==> src/rtl/contador_if.sv <==
// Direction/count bundle of the up/down counter.
// The master drives the direction and observes the count; the counter is the slave.
interface contador_if #(
    parameter int unsigned WIDTH = 8
);
    logic             up_down;
    logic [WIDTH-1:0] cuenta;

    modport master (
        output up_down,
        input  cuenta
    );

    modport slave (
        input  up_down,
        output cuenta
    );
endinterface

==> src/rtl/contador.sv <==
// Free-running WIDTH-bit up/down counter.
// The count wraps modulo 2^WIDTH in both directions; only reset can force a value.
module contador #(
    parameter int unsigned WIDTH = 8
) (
    input  logic       clk,
    input  logic       rst,
    contador_if.slave  cnt_if
);
    localparam logic [WIDTH-1:0] One = WIDTH'(1);

    logic [WIDTH-1:0] cuenta_q, cuenta_d;

    // The carry/borrow falls off the top bit, which gives the wrap-around.
    always_comb begin
        cuenta_d = cuenta_q;
        if (cnt_if.up_down) begin
            cuenta_d = cuenta_q + One;
        end else begin
            cuenta_d = cuenta_q - One;
        end
    end

    always_ff @(posedge clk or negedge rst) begin
        if (!rst) begin
            cuenta_q <= '0;
        end else begin
            cuenta_q <= cuenta_d;
        end
    end

    assign cnt_if.cuenta = cuenta_q;

    // An unknown direction at a counting edge is illegal stimulus.
    a_up_down_known : assert property (
        @(posedge clk) disable iff (!rst) !$isunknown(cnt_if.up_down)
    );
endmodule

==> src/flat_wrapper.sv <==
// flat-port wrapper written by rule: the top's interface ports become plain ports
module contador_flat 
#(
    parameter int unsigned WIDTH = 8
)
  (clk, rst, cnt_if_up_down, cnt_if_cuenta);
  contador_if #(.WIDTH(WIDTH)) cnt_if_i ();
  input  logic clk;
  input  logic rst;
  input wire logic [$bits(cnt_if_i.up_down)-1:0] cnt_if_up_down;
  output wire logic [$bits(cnt_if_i.cuenta)-1:0] cnt_if_cuenta;
  assign cnt_if_i.up_down = cnt_if_up_down;
  assign cnt_if_cuenta = cnt_if_i.cuenta;
  contador #(.WIDTH(WIDTH)) u_core (.clk(clk), .rst(rst), .cnt_if(cnt_if_i));
endmodule
==> config.mk <==
export PLATFORM = sky130hd
export DESIGN_NAME = contador_flat
export DESIGN_NICKNAME = d
export VERILOG_FILES = /design/src/rtl/contador_if.sv /design/src/rtl/contador.sv /design/src/flat_wrapper.sv
export SDC_FILE = /design/constraint.sdc
export NUM_CORES = 1
export LEC_CHECK = 0
export BUFFER_PORTS_ARGS = -buffer_cell sky130_fd_sc_hd__buf_2
export CORE_AREA = 2 2 39 41
export DETAILED_ROUTE_END_ITERATION = 7
export DIE_AREA = 0 0 41 43
export PLACE_DENSITY_LB_ADDON = 0.25
export SLEW_MARGIN = 5
export SYNTH_ARGS = -nofsm -noshare
export SYNTH_HDL_FRONTEND = slang
export SYNTH_SLANG_ARGS = --single-unit
==> constraint.sdc <==
create_clock -name clk -period 1.8 [get_ports clk]
set_clock_uncertainty 0.15 [all_clocks]
set_input_delay 0.09 -clock clk [delete_from_list [all_inputs] [get_ports clk]]
set_output_delay 0.09 -clock clk [all_outputs]
set_load 0.005 [all_outputs]
After elaboration in Yosys (flattened, before gate mapping)
Index checks and enable logic that the tools add are counted.
Word-level totals
  register bits: 8
  output and inout port bits: 8
Operators by class
  $add $sub $neg: 2
  multiplexer cells: 1
Operators by type and width (number)
  $add 8x1->8 const B: 1
  $mux 8: 1
  $sub 8x1->8 const B: 1

Depth between registers and ports, before layout
  depth after elaboration: 2
  depth in mapped cells: 6

Least setup slack after synthesis
OpenSTA, ideal clock, no wires.
  path kind: register to register
  start point: reg u_core.cuenta_q[0] (netlist: u_core.cnt_if.cuenta[0])
  end point: reg u_core.cuenta_q[6] (netlist: u_core.cnt_if.cuenta[6])
  arrival time: 1.463 ns
  setup time: 0.080 ns
  path slack: 0.107 ns
  cell stages (with the launch flop): 6
  path through: dfrtp_1 > fa_1 > a21oi_1 > o211ai_1 > a21oi_1 > xnor2_1
Between the ends
  longest elaborated chain between the ends: 2
RTL lines
  from (decl): RTL line contador.sv:12  | logic [WIDTH-1:0] cuenta_q, cuenta_d;
  from (signal assigned): RTL line contador.sv:28  | cuenta_q <= cuenta_d;
  $sub 8x1->8 / $add 8x1->8 (equally long branches): RTL line contador.sv:20, contador.sv:18
  $mux 8 *: RTL line contador.sv:17  | if (cnt_if.up_down) begin
  via u_core.cuenta_d[6]: RTL line contador.sv:12
Mark *: on every way through the listed nets, which the timed path passes. The rest lies on a longest branch.

Worst setup path in the final report
Ends and elaborated chain as after synthesis.

==> impl_summary.md <==
Run status
The run finished with clean final reports.

Worst setup path
The worst setup path is launched from a register. The worst stage delay on the critical path is 0.47 ns. The worst setup path is captured at a register. STA puts the critical path data arrival time at 1.71 ns. The highest net fanout along the worst path is 2. The signal on the critical path passes through fa_1, a21oi_2, o211ai_1, a21oi_1, xnor2_1. The critical path in this run is classified as reg2reg.

The required time of the critical path is 1.83 ns. The slowest stage of the critical path belongs to the cell sky130_fd_sc_hd__fa_1.

Routing
The count of nets left with antenna violations after detail routing is 0. The first detailed-routing pass took 2 iterations. In the final routed layout, each cell accounts on average for 11.9 um. After detailed routing, the number of vias per cell comes to 4.81. Detailed routing inserted a total of 361 vias. In this run, the number of DRC markers left after iteration 0 of detailed routing was 6. For this run, design rule violations remaining after detail routing come to 0. The routed design has 889 um of wire.

STA
The count of final max-slew check failures came to 0. The count of endpoints failing setup in the final report is 0. The hold violation count in the final report is 0.

The shortest clock period the worst path allows after layout is 1.68 ns. The worst relative slew slack is 83.0%. Static timing analysis puts the maximum clock frequency at 597 MHz. The transition at the pin with the smallest max-transition slack is 0.255 ns. The worst hold margin is 0.0185 ns.

The share of the clock period used by the worst path is 93.1%.

Logic synthesis
During synthesis, Yosys emitted a total of 0 warnings. The biggest area contributor in the post-synthesis netlist is sky130_fd_sc_hd__dfrtp_1. In this run the biggest area consumer among cell types represents 41.5% of the synthesized area. The post-synth net total is 54.

Synthesis produced 44 cells. The share of the Yosys chip area taken by registers is 41.5%. After synthesis the netlist holds a flip-flop and latch count of 8.

After synthesis, the netlist uses 17 different library cells. Each instance of the synthesized netlist takes up on average 11.0 um^2. In this run the cell area of the synthesized design comes to 483 um^2.

In the post-synthesis netlist, the biggest area contributors are sky130_fd_sc_hd__dfrtp_1 (41%), sky130_fd_sc_hd__ha_1 (16%), sky130_fd_sc_hd__xnor2_1 (9.1%), sky130_fd_sc_hd__a21oi_1 (5.2%), sky130_fd_sc_hd__fa_1 (4.1%).

Floorplanning
The floorplan core area is 0.00138 mm^2. The die footprint is 0.00176 mm^2. The height of the die is 43 um. The initial utilization of the core area, before any placement, comes to 34.9%. The floorplan row count is 14. The die is 41 um wide.

Pin placement for this block handled 11 I/O pins.

Place
The number of input and output port buffers inserted is 10. The half-perimeter wire length after placement is 672 um. Routability-driven placement finished with a final weighted congestion of 0.745. The post-place instance area is 561 um^2.

Clocking
The clock sink count is 8. The tree is rooted in a sky130_fd_sc_hd__clkbuf_4. The largest buffer count on any clock path is 2. The clock tree from TritonCTS is done. The H-tree depth is 1. After clock tree synthesis, the clock-pin slew on the worst setup and hold paths is 0.05 ns. The number of setup buffers added after CTS is 0. Counting the buffers created by CTS gives 3. The clock reaches the later pin of the worst-skew pair after 0.26 ns.

Final layout
Relative to the synthesized area, the layout overhead comes to 23.6%. The final-layout fill cell count is 138. The register with the most flip-flops in the layout has 8 of them. The storage element area is 200 um^2. The fraction of layout cells with a size suffix above 1 is 30.5%. The post-route cell area is 597 um^2. The count of inserted antenna diode cells is 0.

The final layout net count is 71. The combined area of the multi-input logic cells is 275 um^2.

Power and ir drop
The leakage power is 0.000273 uW. The maximum VDD drop is 0.652 mV. In this run the power density over the cells is 1800 mW/mm^2.

GRT
The number of antenna violations at the first check in global routing is 0. The total global routing track utilization is 13.9%. The via count of the first global-routing pass is 370. Entering global routing, the biggest net connects 9 pins.

Summed over all layers, the global routing overflow is 0. The wire length of the first global-routing pass is 1570 um.

Min path
The path class of the lowest-slack min-delay path is in2reg.

Flow run
The max-cap check violation count is 0.
## critical path, delay by kind of cell, from the launching register on
| kind | cells | cell delay (ns) |
|---|---|---|
| fa+ha+maj | 1 | 0.47 |
| compound gates | 3 | 0.46 |
| flops | 1 | 0.39 |
| xor+xnor | 1 | 0.13 |
## synth_stat cells
| cell type | n |
|---|---|
| sky130_fd_sc_hd__a41oi_2 | 1 |
| sky130_fd_sc_hd__inv_1 | 3 |
| sky130_fd_sc_hd__fa_1 | 1 |
| sky130_fd_sc_hd__o21ai_0 | 2 |
| sky130_fd_sc_hd__xnor2_1 | 5 |
| sky130_fd_sc_hd__nor2b_1 | 1 |
| sky130_fd_sc_hd__o21bai_1 | 1 |
| sky130_fd_sc_hd__o211ai_1 | 1 |
| sky130_fd_sc_hd__a211oi_1 | 1 |
| sky130_fd_sc_hd__a211oi_2 | 1 |
| sky130_fd_sc_hd__a21o_2 | 1 |
| sky130_fd_sc_hd__xor2_1 | 1 |
| sky130_fd_sc_hd__nand2_1 | 3 |
| sky130_fd_sc_hd__a21oi_1 | 5 |
| sky130_fd_sc_hd__nor2_1 | 3 |
| sky130_fd_sc_hd__ha_1 | 6 |
| sky130_fd_sc_hd__dfrtp_1 | 8 |
## per-layer routing
metal / routed length [um] / global-route usage [%] / up-vias
li1: - / - / 184
met1: 406 / 18.6 / 163
met2: 397 / 17.8 / 9
met3: 47 / 3.14 / 5
met4: 39 / 12.0 / 0
met5: 0 / 0 / -
## path summary, 6_finish.rpt
kind                                              start                 endpoint  slack [ns]  depth (start not counted)
worst max-delay path            u_core.cnt_if.cuenta[0]  u_core.cnt_if.cuenta[6]        0.12                          5
worst min-delay path                     cnt_if_up_down  u_core.cnt_if.cuenta[7]        0.02                          3
worst max register to register  u_core.cnt_if.cuenta[0]  u_core.cnt_if.cuenta[6]        0.12                          5
worst min register to register  u_core.cnt_if.cuenta[0]  u_core.cnt_if.cuenta[0]        0.43                          2
max in group asynchronous                           rst  u_core.cnt_if.cuenta[7]        1.28                          2
min in group asynchronous                           rst  u_core.cnt_if.cuenta[5]        0.05                          2
## logic make-up (layout without fill, tap and decap cells)
group                    after synthesis  count (layout)  share of synthesized area (%)
XOR/XNOR                               6               6                           10.9
adder cells (fa/ha/maj)                7               7                           19.7
buffers and inverters                  3              18                           2.33
AND/OR/NAND/NOR                        7               7                           5.96
AO/OA/AOI/OAI                         13              13                           19.7
flip-flops                             8               8                           41.5
## cell usage in the layout, fill, tap and decap left out, types with 2 or more instances in the layout
master and n:
sky130_fd_sc_hd__a21oi_1 4, sky130_fd_sc_hd__dfrtp_1 8, sky130_fd_sc_hd__buf_2 10, sky130_fd_sc_hd__ha_1 6, sky130_fd_sc_hd__nor2_1 3, sky130_fd_sc_hd__inv_1 3
sky130_fd_sc_hd__xnor2_1 5, sky130_fd_sc_hd__o21ai_0 2, sky130_fd_sc_hd__clkbuf_4 3, sky130_fd_sc_hd__nand2_1 3
## power breakdown
part	switching (uW)	internal, uW	leakage [uW]
sequential	51.6	270	0.0000904
clock	63.2	76.4	0.0000138
combinational	304	310	0.000169
## through the flow
stage	utilization, %	power [uW]	instances	TNS (ns)	worst slack, ns
2_1_floorplan	-	776	44	0	0.107
3_3_place_gp	40.5	931	71	0	0.124
3_5_place_dp	40.5	935	71	0	0.105
4_1_cts	42.9	1080	75	0	0.0833
5_1_grt	43.1	1190	75	-0.000136	-0.000136
6_report	43.1	1080	75	0	0.124
## cell type report
| cell class | instances | area share, % |
|---|---|---|
| multi-input cells | 33 | 46.1 |
| clock buffers | 3 | 3.77 |
| repair buffers | 12 | 11.3 |
| flip-flops and latches | 8 | 33.5 |
| well taps | 16 | 3.35 |
| inverters | 3 | 1.89 |
## repair_timing
action,CTS,global route
hold buffers,1,0
endpoints found under the hold margin,8,0
endpoints found under the setup margin,0,1
gates resized for setup,0,1
Note: power is estimated with default switching activity, not from simulation.
